[src/rtl/fibonacci_index_finder_if.sv]
// Purpose: request/result bundle for the Fibonacci index finder.
// Latency: none (wires only).
// Backpressure: none; the requester holds begin_search and watches busy/done.
interface fibonacci_index_finder_if;
  logic        begin_search;
  logic [15:0] fibo_in;
  logic        busy;
  logic        done;
  logic        found;
  logic [4:0]  index_out;

  // Requester side: drives the start and the candidate, observes status/result
  modport master (
    output begin_search,
    output fibo_in,
    input  busy,
    input  done,
    input  found,
    input  index_out
  );

  // Finder side
  modport slave (
    input  begin_search,
    input  fibo_in,
    output busy,
    output done,
    output found,
    output index_out
  );
endinterface

[src/rtl/fibonacci_index_finder.sv]
// Purpose: find the smallest n with F(n) == fibo_in by stepping the sequence forward.
// Latency: done rises n+1 edges after the start edge (26 worst case, for inputs >= 46369).
// Backpressure: result held in DONE until begin_search drops; a held start never re-triggers.
module fibonacci_index_finder (
  input  logic                            clk,
  input  logic                            reset_n,
  fibonacci_index_finder_if.slave         bus
);

  typedef enum logic [1:0] {
    IDLE   = 2'b00,
    SEARCH = 2'b01,
    DONE   = 2'b10
  } state_t;

  state_t      state;
  state_t      state_nxt;

  logic [15:0] target;
  // 17 bits so the term one past 65535 (F(25)) and its successor F(26) never wrap
  logic [16:0] a;
  logic [16:0] b;
  logic [4:0]  idx;
  logic        found_q;
  logic [4:0]  index_q;

  logic        hit;
  logic        overshoot;

  assign hit       = (a == {1'b0, target});
  assign overshoot = (a >  {1'b0, target});

  // State register; reset drops straight to IDLE without a clock
  always_ff @(posedge clk or negedge reset_n) begin
    if (!reset_n) begin
      state <= IDLE;
    end else begin
      state <= state_nxt;
    end
  end

  // Next-state decode and status flags; the spare encoding falls back to IDLE
  always_comb begin
    state_nxt = IDLE;
    bus.busy  = 1'b0;
    bus.done  = 1'b0;
    case (state)
      IDLE: begin
        state_nxt = bus.begin_search ? SEARCH : IDLE;
      end
      SEARCH: begin
        bus.busy  = 1'b1;
        state_nxt = (hit || overshoot) ? DONE : SEARCH;
      end
      DONE: begin
        bus.done  = 1'b1;
        // Leave only once the requester has released begin_search
        state_nxt = bus.begin_search ? DONE : IDLE;
      end
      default: begin
        state_nxt = IDLE;
      end
    endcase
  end

  // Search datapath: latch candidate at start, walk (a,b) until a reaches or passes it
  always_ff @(posedge clk or negedge reset_n) begin
    if (!reset_n) begin
      target  <= 16'd0;
      a       <= 17'd0;
      b       <= 17'd1;
      idx     <= 5'd0;
      found_q <= 1'b0;
      index_q <= 5'd0;
    end else begin
      case (state)
        IDLE: begin
          if (bus.begin_search) begin
            target  <= bus.fibo_in;
            a       <= 17'd0;
            b       <= 17'd1;
            idx     <= 5'd0;
            found_q <= 1'b0;
            index_q <= 5'd0;
          end
        end
        SEARCH: begin
          // Equality is checked first so F(1)=F(2)=1 reports the smaller index
          if (hit) begin
            found_q <= 1'b1;
            index_q <= idx;
          end else if (overshoot) begin
            found_q <= 1'b0;
            index_q <= 5'd0;
          end else begin
            a   <= b;
            b   <= a + b;
            idx <= idx + 5'd1;
          end
        end
        default: begin
          // DONE and the spare encoding hold the last result
        end
      endcase
    end
  end

  assign bus.found     = found_q;
  assign bus.index_out = index_q;

endmodule

[src/flat_wrapper.sv]
// flat-port wrapper written by rule: the top's interface ports become plain ports
module fibonacci_index_finder_flat 
  (clk, reset_n, bus_begin_search, bus_fibo_in, bus_busy, bus_done, bus_found, bus_index_out);
  fibonacci_index_finder_if bus_i ();
  input  logic clk;
  input  logic reset_n;
  input wire logic [$bits(bus_i.begin_search)-1:0] bus_begin_search;
  input wire logic [$bits(bus_i.fibo_in)-1:0] bus_fibo_in;
  output wire logic [$bits(bus_i.busy)-1:0] bus_busy;
  output wire logic [$bits(bus_i.done)-1:0] bus_done;
  output wire logic [$bits(bus_i.found)-1:0] bus_found;
  output wire logic [$bits(bus_i.index_out)-1:0] bus_index_out;
  assign bus_i.begin_search = bus_begin_search;
  assign bus_i.fibo_in = bus_fibo_in;
  assign bus_busy = bus_i.busy;
  assign bus_done = bus_i.done;
  assign bus_found = bus_i.found;
  assign bus_index_out = bus_i.index_out;
  fibonacci_index_finder u_core (.clk(clk), .reset_n(reset_n), .bus(bus_i));
endmodule
[config.mk]
export PLATFORM = sky130hd
export DESIGN_NAME = fibonacci_index_finder_flat
export DESIGN_NICKNAME = d
export VERILOG_FILES = /design/src/rtl/fibonacci_index_finder_if.sv /design/src/rtl/fibonacci_index_finder.sv /design/src/flat_wrapper.sv
export SDC_FILE = /design/constraint.sdc
export NUM_CORES = 1
export LEC_CHECK = 0
export ABC_AREA = 1
export CAP_MARGIN = 20
export CORE_UTILIZATION = 35
export DETAILED_ROUTE_END_ITERATION = 10
export PLACE_DENSITY = 0.52
export SYNTH_ARGS = -nofsm -noshare
export SYNTH_HDL_FRONTEND = slang
export SYNTH_SLANG_ARGS = --single-unit
[constraint.sdc]
create_clock -name clk -period 4.4 [get_ports clk]
set_input_delay 1.32 -clock clk [delete_from_list [all_inputs] [get_ports clk]]
set_output_delay 1.32 -clock clk [all_outputs]
set_load 0.05 [all_outputs]
Word level (Yosys, flattened, before mapping). Index checks and enable logic that the tools add are counted.

Bits in registers: 63. Output and inout port bits: 8. Logic and storage cells: 48.

$add $sub $neg: 2. Magnitude comparators: 1. Equal/unequal tests: 7. Mux-type cells: 25. Reduce and logical (&&, ||, !) cells: 6.

Operator list (count): 17-bit two-way mux (6); 17-bit one-hot mux with 2 select lines (2); 5-bit two-way mux (5); 5-bit one-hot mux with 2 select lines (2); 17-bit adder (1); 17-bit by 16-bit equality test with 1-bit output (1); 17-bit by 16-bit > comparator with 1-bit output (1); 1-bit two-way mux (6); 2-bit inequality test, second input constant (3); 2-bit one-hot mux with 3 select lines (1); 5-bit by 1-bit adder with 5-bit output, second input constant (1); 2-bit two-way mux (2); 4-bit AND reduction (1); 3-bit by 1-bit inequality test with 1-bit output, second input constant (1); 3-bit AND reduction (1); 2-bit by 1-bit equality test with 1-bit output, second input constant (1); 2-bit equality test, second input constant (1); 2-bit zero test (1); 1-bit one-hot mux with 2 select lines (1); 2-bit AND reduction (1); 2-bit nonzero test (1); 1-bit logical OR (1).

Depth between registers and ports, before layout.
Depth in word-level cells: 4. Depth in mapped cells: 14. Mapped depth without buffers: 13.

Least setup slack after synthesis. Ideal clock, no wire load.

Kind: reg-to-output. From: register u_core.state[1]. To: output bus_done. Arrival: 1.062 ns. Data required time: 3.080 ns. Path slack: 2.018 ns. Cell stages (with the launch flop): 3. Buffers on the path: 0. Path through: dfrtp_1 > inv_1 > nor2_1.

Longest elaborated chain between the ends: 2.

Ends and longest elaborated chain: from (decl) (RTL line fibonacci_index_finder.sv:16) `state_t state;`; from (signal assigned) (RTL line fibonacci_index_finder.sv:38) `state <= state_nxt;`; 2-bit equality test (RTL line fibonacci_index_finder.sv:47) `case (state)`; 1-bit two-way mux (RTL line fibonacci_index_finder.sv:47); to (decl) (RTL line flat_wrapper.sv:10) `output wire logic [$bits(bus_i.done)-1:0] bus_done;`.

No other way between the ends.

Worst setup path after layout.
From: register u_core.state[1]. To: output bus_busy.

Longest elaborated chain between the ends: 2.

Ends and longest elaborated chain: 2-bit by 1-bit equality test with 1-bit output (RTL line fibonacci_index_finder.sv:47); 1-bit two-way mux (RTL line fibonacci_index_finder.sv:47); to (decl) (RTL line flat_wrapper.sv:9) `output wire logic [$bits(bus_i.busy)-1:0] bus_busy;`.

No other way between the ends.

==> results.cfg <==
[pwr]
cellPowerDensity_nw_per_um2 = 561
clkPwrFrac = 0.288
internal_power_mw = 1.59
p_sw_frac = 0.415
combPwrFrac = 0.404
seqPwrFrac = 0.308
leakage_nw = 2.68
irDropWorstVdd_mv = 0.452
switching_power_mw = 1.13

[placed_design]
port_buffers = 26
place_ws_ns = 1.42
gp_congestion = 0.837
place_hpwl_mm = 7.14

[floorplanning]
rows = 39
die_w_um = 111
num_io_pins = 27
die_h_um = 111
core_um2 = 11500
start_util = 0.361
floorplan.die_area_um2 = 12300

[clocking]
cts-root-buf = clkbuf_16
cts_tree = built
clk_path_buf_depth = 2
worstSkewPairLatency_ns = 0.33
cts_buffers = 9
clkSlewWorstSetupHoldPaths_ns = 0.05
h-tree-depth = 3
cts_resized = 0
numClockSinks = 63
cts_setup_buffers = 0
postCtsHoldBufs = 0

[logic_synthesis]
async_reset_ff_frac = 1.00
syn-cell-area_um2 = 4140
synth_seq_cells = 63
syn-instance-count = 585
ys.flop_type = dfrtp_1
synth_edf_count = 0
synth-warning-count = 0
syn_area_per_cell_um2 = 7.07
syn_nets = 638
synth_cell_type_count = 32
seq_area_frac_synth = 0.381

[sta]
worst_pin_slew_ns = 0.975
clock_skew_ns = 0.00615
period_share = 0.727
tns_ns = 0
min_period_ns = 3.20
setup_violations = 0
fin_ws_ns = 1.20
slew_headroom = 0.349
rsz0062_at_grt = false
fmax_ghz = 0.313
whs_ns = 0.502
hold_viol_final = 0
slew_violations = 0

[worst_setup_path]
path_cells = nor2_2 > buf_4 > clkdlybuf4s50_1
cp-start-kind = flop
critPathMaxFanout = 15
cp_slowest_cell = clkdlybuf4s50_1
slowest_delay_ns = 0.84
crit_path_end_kind = output pin
crit_type = reg2out
crit_arrival_ns = 1.88
required_ns = 3.08

[global_routing]
grt_pass1_vias = 3755
grt_pass1_wl_mm = 17.3
antenna_found_initial = 0
grtUsageTotal = 0.175
grt_max_degree = 47
overflow = 0

[worst_hold_path]
hold_class = reg2reg

[routing]
routed_wl_mm = 9.92
drt-initial-drc-count = 114
post_drt_wl_per_cell_um = 13.1
via_per_inst = 4.80
firstDrtPassIters = 4
vias = 3626
final_antenna_net_count = 0
drcViolationCount = 0

[finish]
final_util = 0.422
drive_gt1_frac = 0.0490
finalNetCount = 660
area_growth_pct = 16.9
diodes = 0

[run]
max_cap_viol_count = 0

[status]
status = finished, final reports clean
routing by layer:
metal | GRT usage | wire, µm | vias to the layer above
li1 | - | - | 1877
met5 | 0 | 0 | -
met2 | 0.309 | 4890 | 49
met4 | 0.0480 | 89 | 0
met3 | 0.0383 | 345 | 7
met1 | 0.215 | 4590 | 1693
power groups by stage:
stage / registers (mW) / clock network [mW] / logic, mW
2_1_floorplan: 0.808 / 0 / 0.888
3_3_place_gp: 0.846 / 0 / 1.09
6_report: 0.837 / 0.782 / 1.10
5_1_grt: 0.856 / 0.822 / 1.26
4_1_cts: 0.839 / 0.800 / 1.12
3_5_place_dp: 0.849 / 0 / 1.11
flip-flops by register name (all words and copies together), names as in the netlist:
signal and flops:
u_core.idx 5, u_core.target 16, u_core.bus.found 1, u_core.b 17, u_core.bus.index_out 5, u_core.a 17, u_core.state 2
logic make-up after synthesis:
family	synth area share
AND/OR/NAND/NOR	0.347
buffers and inverters	0.0946
flip-flops	0.381
AO/OA/AOI/OAI	0.0526
adder cells (fa/ha/maj)	0.105
XOR/XNOR	0.0169
multiplexers	0.00272
synthesized netlist by cell type, types with 2 or more instances:
master	count	area, µm²
a21oi_1	32	160
clkbuf_1	6	22.5
buf_1	3	11.3
nor2_1	71	267
dfrtp_1	62	1550
xnor2_1	4	35.0
nand2_1	183	687
o21ai_0	6	30.0
buf_6	3	33.8
and2_1	2	12.5
xor2_1	4	35.0
buf_2	7	35.0
ha_1	33	413
inv_1	77	289
nand3_1	70	350
nand3b_1	4	30.0
o21a_1	2	15.0
nor2_2	2	12.5
stage by stage:
| step | cells | instance area, µm² | total power [mW] |
|---|---|---|---|
| after floorplan | 585 | 4140 | 1.70 |
| after global placement | 739 | 4500 | 1.94 |
| after detailed placement | 739 | 4500 | 1.96 |
| after CTS | 755 | 4840 | 2.76 |
| after global routing | 755 | 4840 | 2.94 |
| final | 755 | 4840 | 2.71 |
worst paths after layout:
path | start | slack (ns) | endpoint | cells after the start
worst max-delay path | u_core.state[1] | 1.20 | bus_busy | 3
worst min-delay path | u_core.b[0] | 0.50 | u_core.b[0] | 2
worst max register to register | u_core.a[12] | 1.87 | u_core.b[5] | 12
worst min register to register | u_core.b[0] | 0.50 | u_core.b[0] | 2
max in group asynchronous | reset_n | 2.46 | u_core.b[0] | 2
min in group asynchronous | reset_n | 0.99 | u_core.a[15] | 1
final cells by class:
cell class	instances	area [µm²]
fillers	1212	6630
multi-input cells	426	2170
flip-flops and latches	63	1580
inverters	77	289
repair buffers	30	285
clock buffers	11	253
well taps	143	179
clock inverters	5	80.1
cell usage in the layout (no fill, tap or decap), types with 2 or more instances in the layout:
cell type and count:
ha_1 33, nand3b_1 4, o21a_1 2, nand2_1 183, clkdlybuf4s50_1 25, inv_1 77, nand3_1 69, a21oi_1 32
xor2_1 4, and2_1 2, nor2_2 2, buf_4 4, bufinv_16 2, clkinvlp_4 2, o21ai_0 6, clkbuf_16 9
dfrtp_1 62, xnor2_1 4, clkbuf_8 2, nor2_1 71
critical path, delay by kind of cell (launching register included):
kind,cells,cell delay [ns]
buffers and inverters,2,1.07
DFF,1,0.38
and+or+nand+nor,1,0.10
No activity file was read; power rests on OpenSTA's default activity.
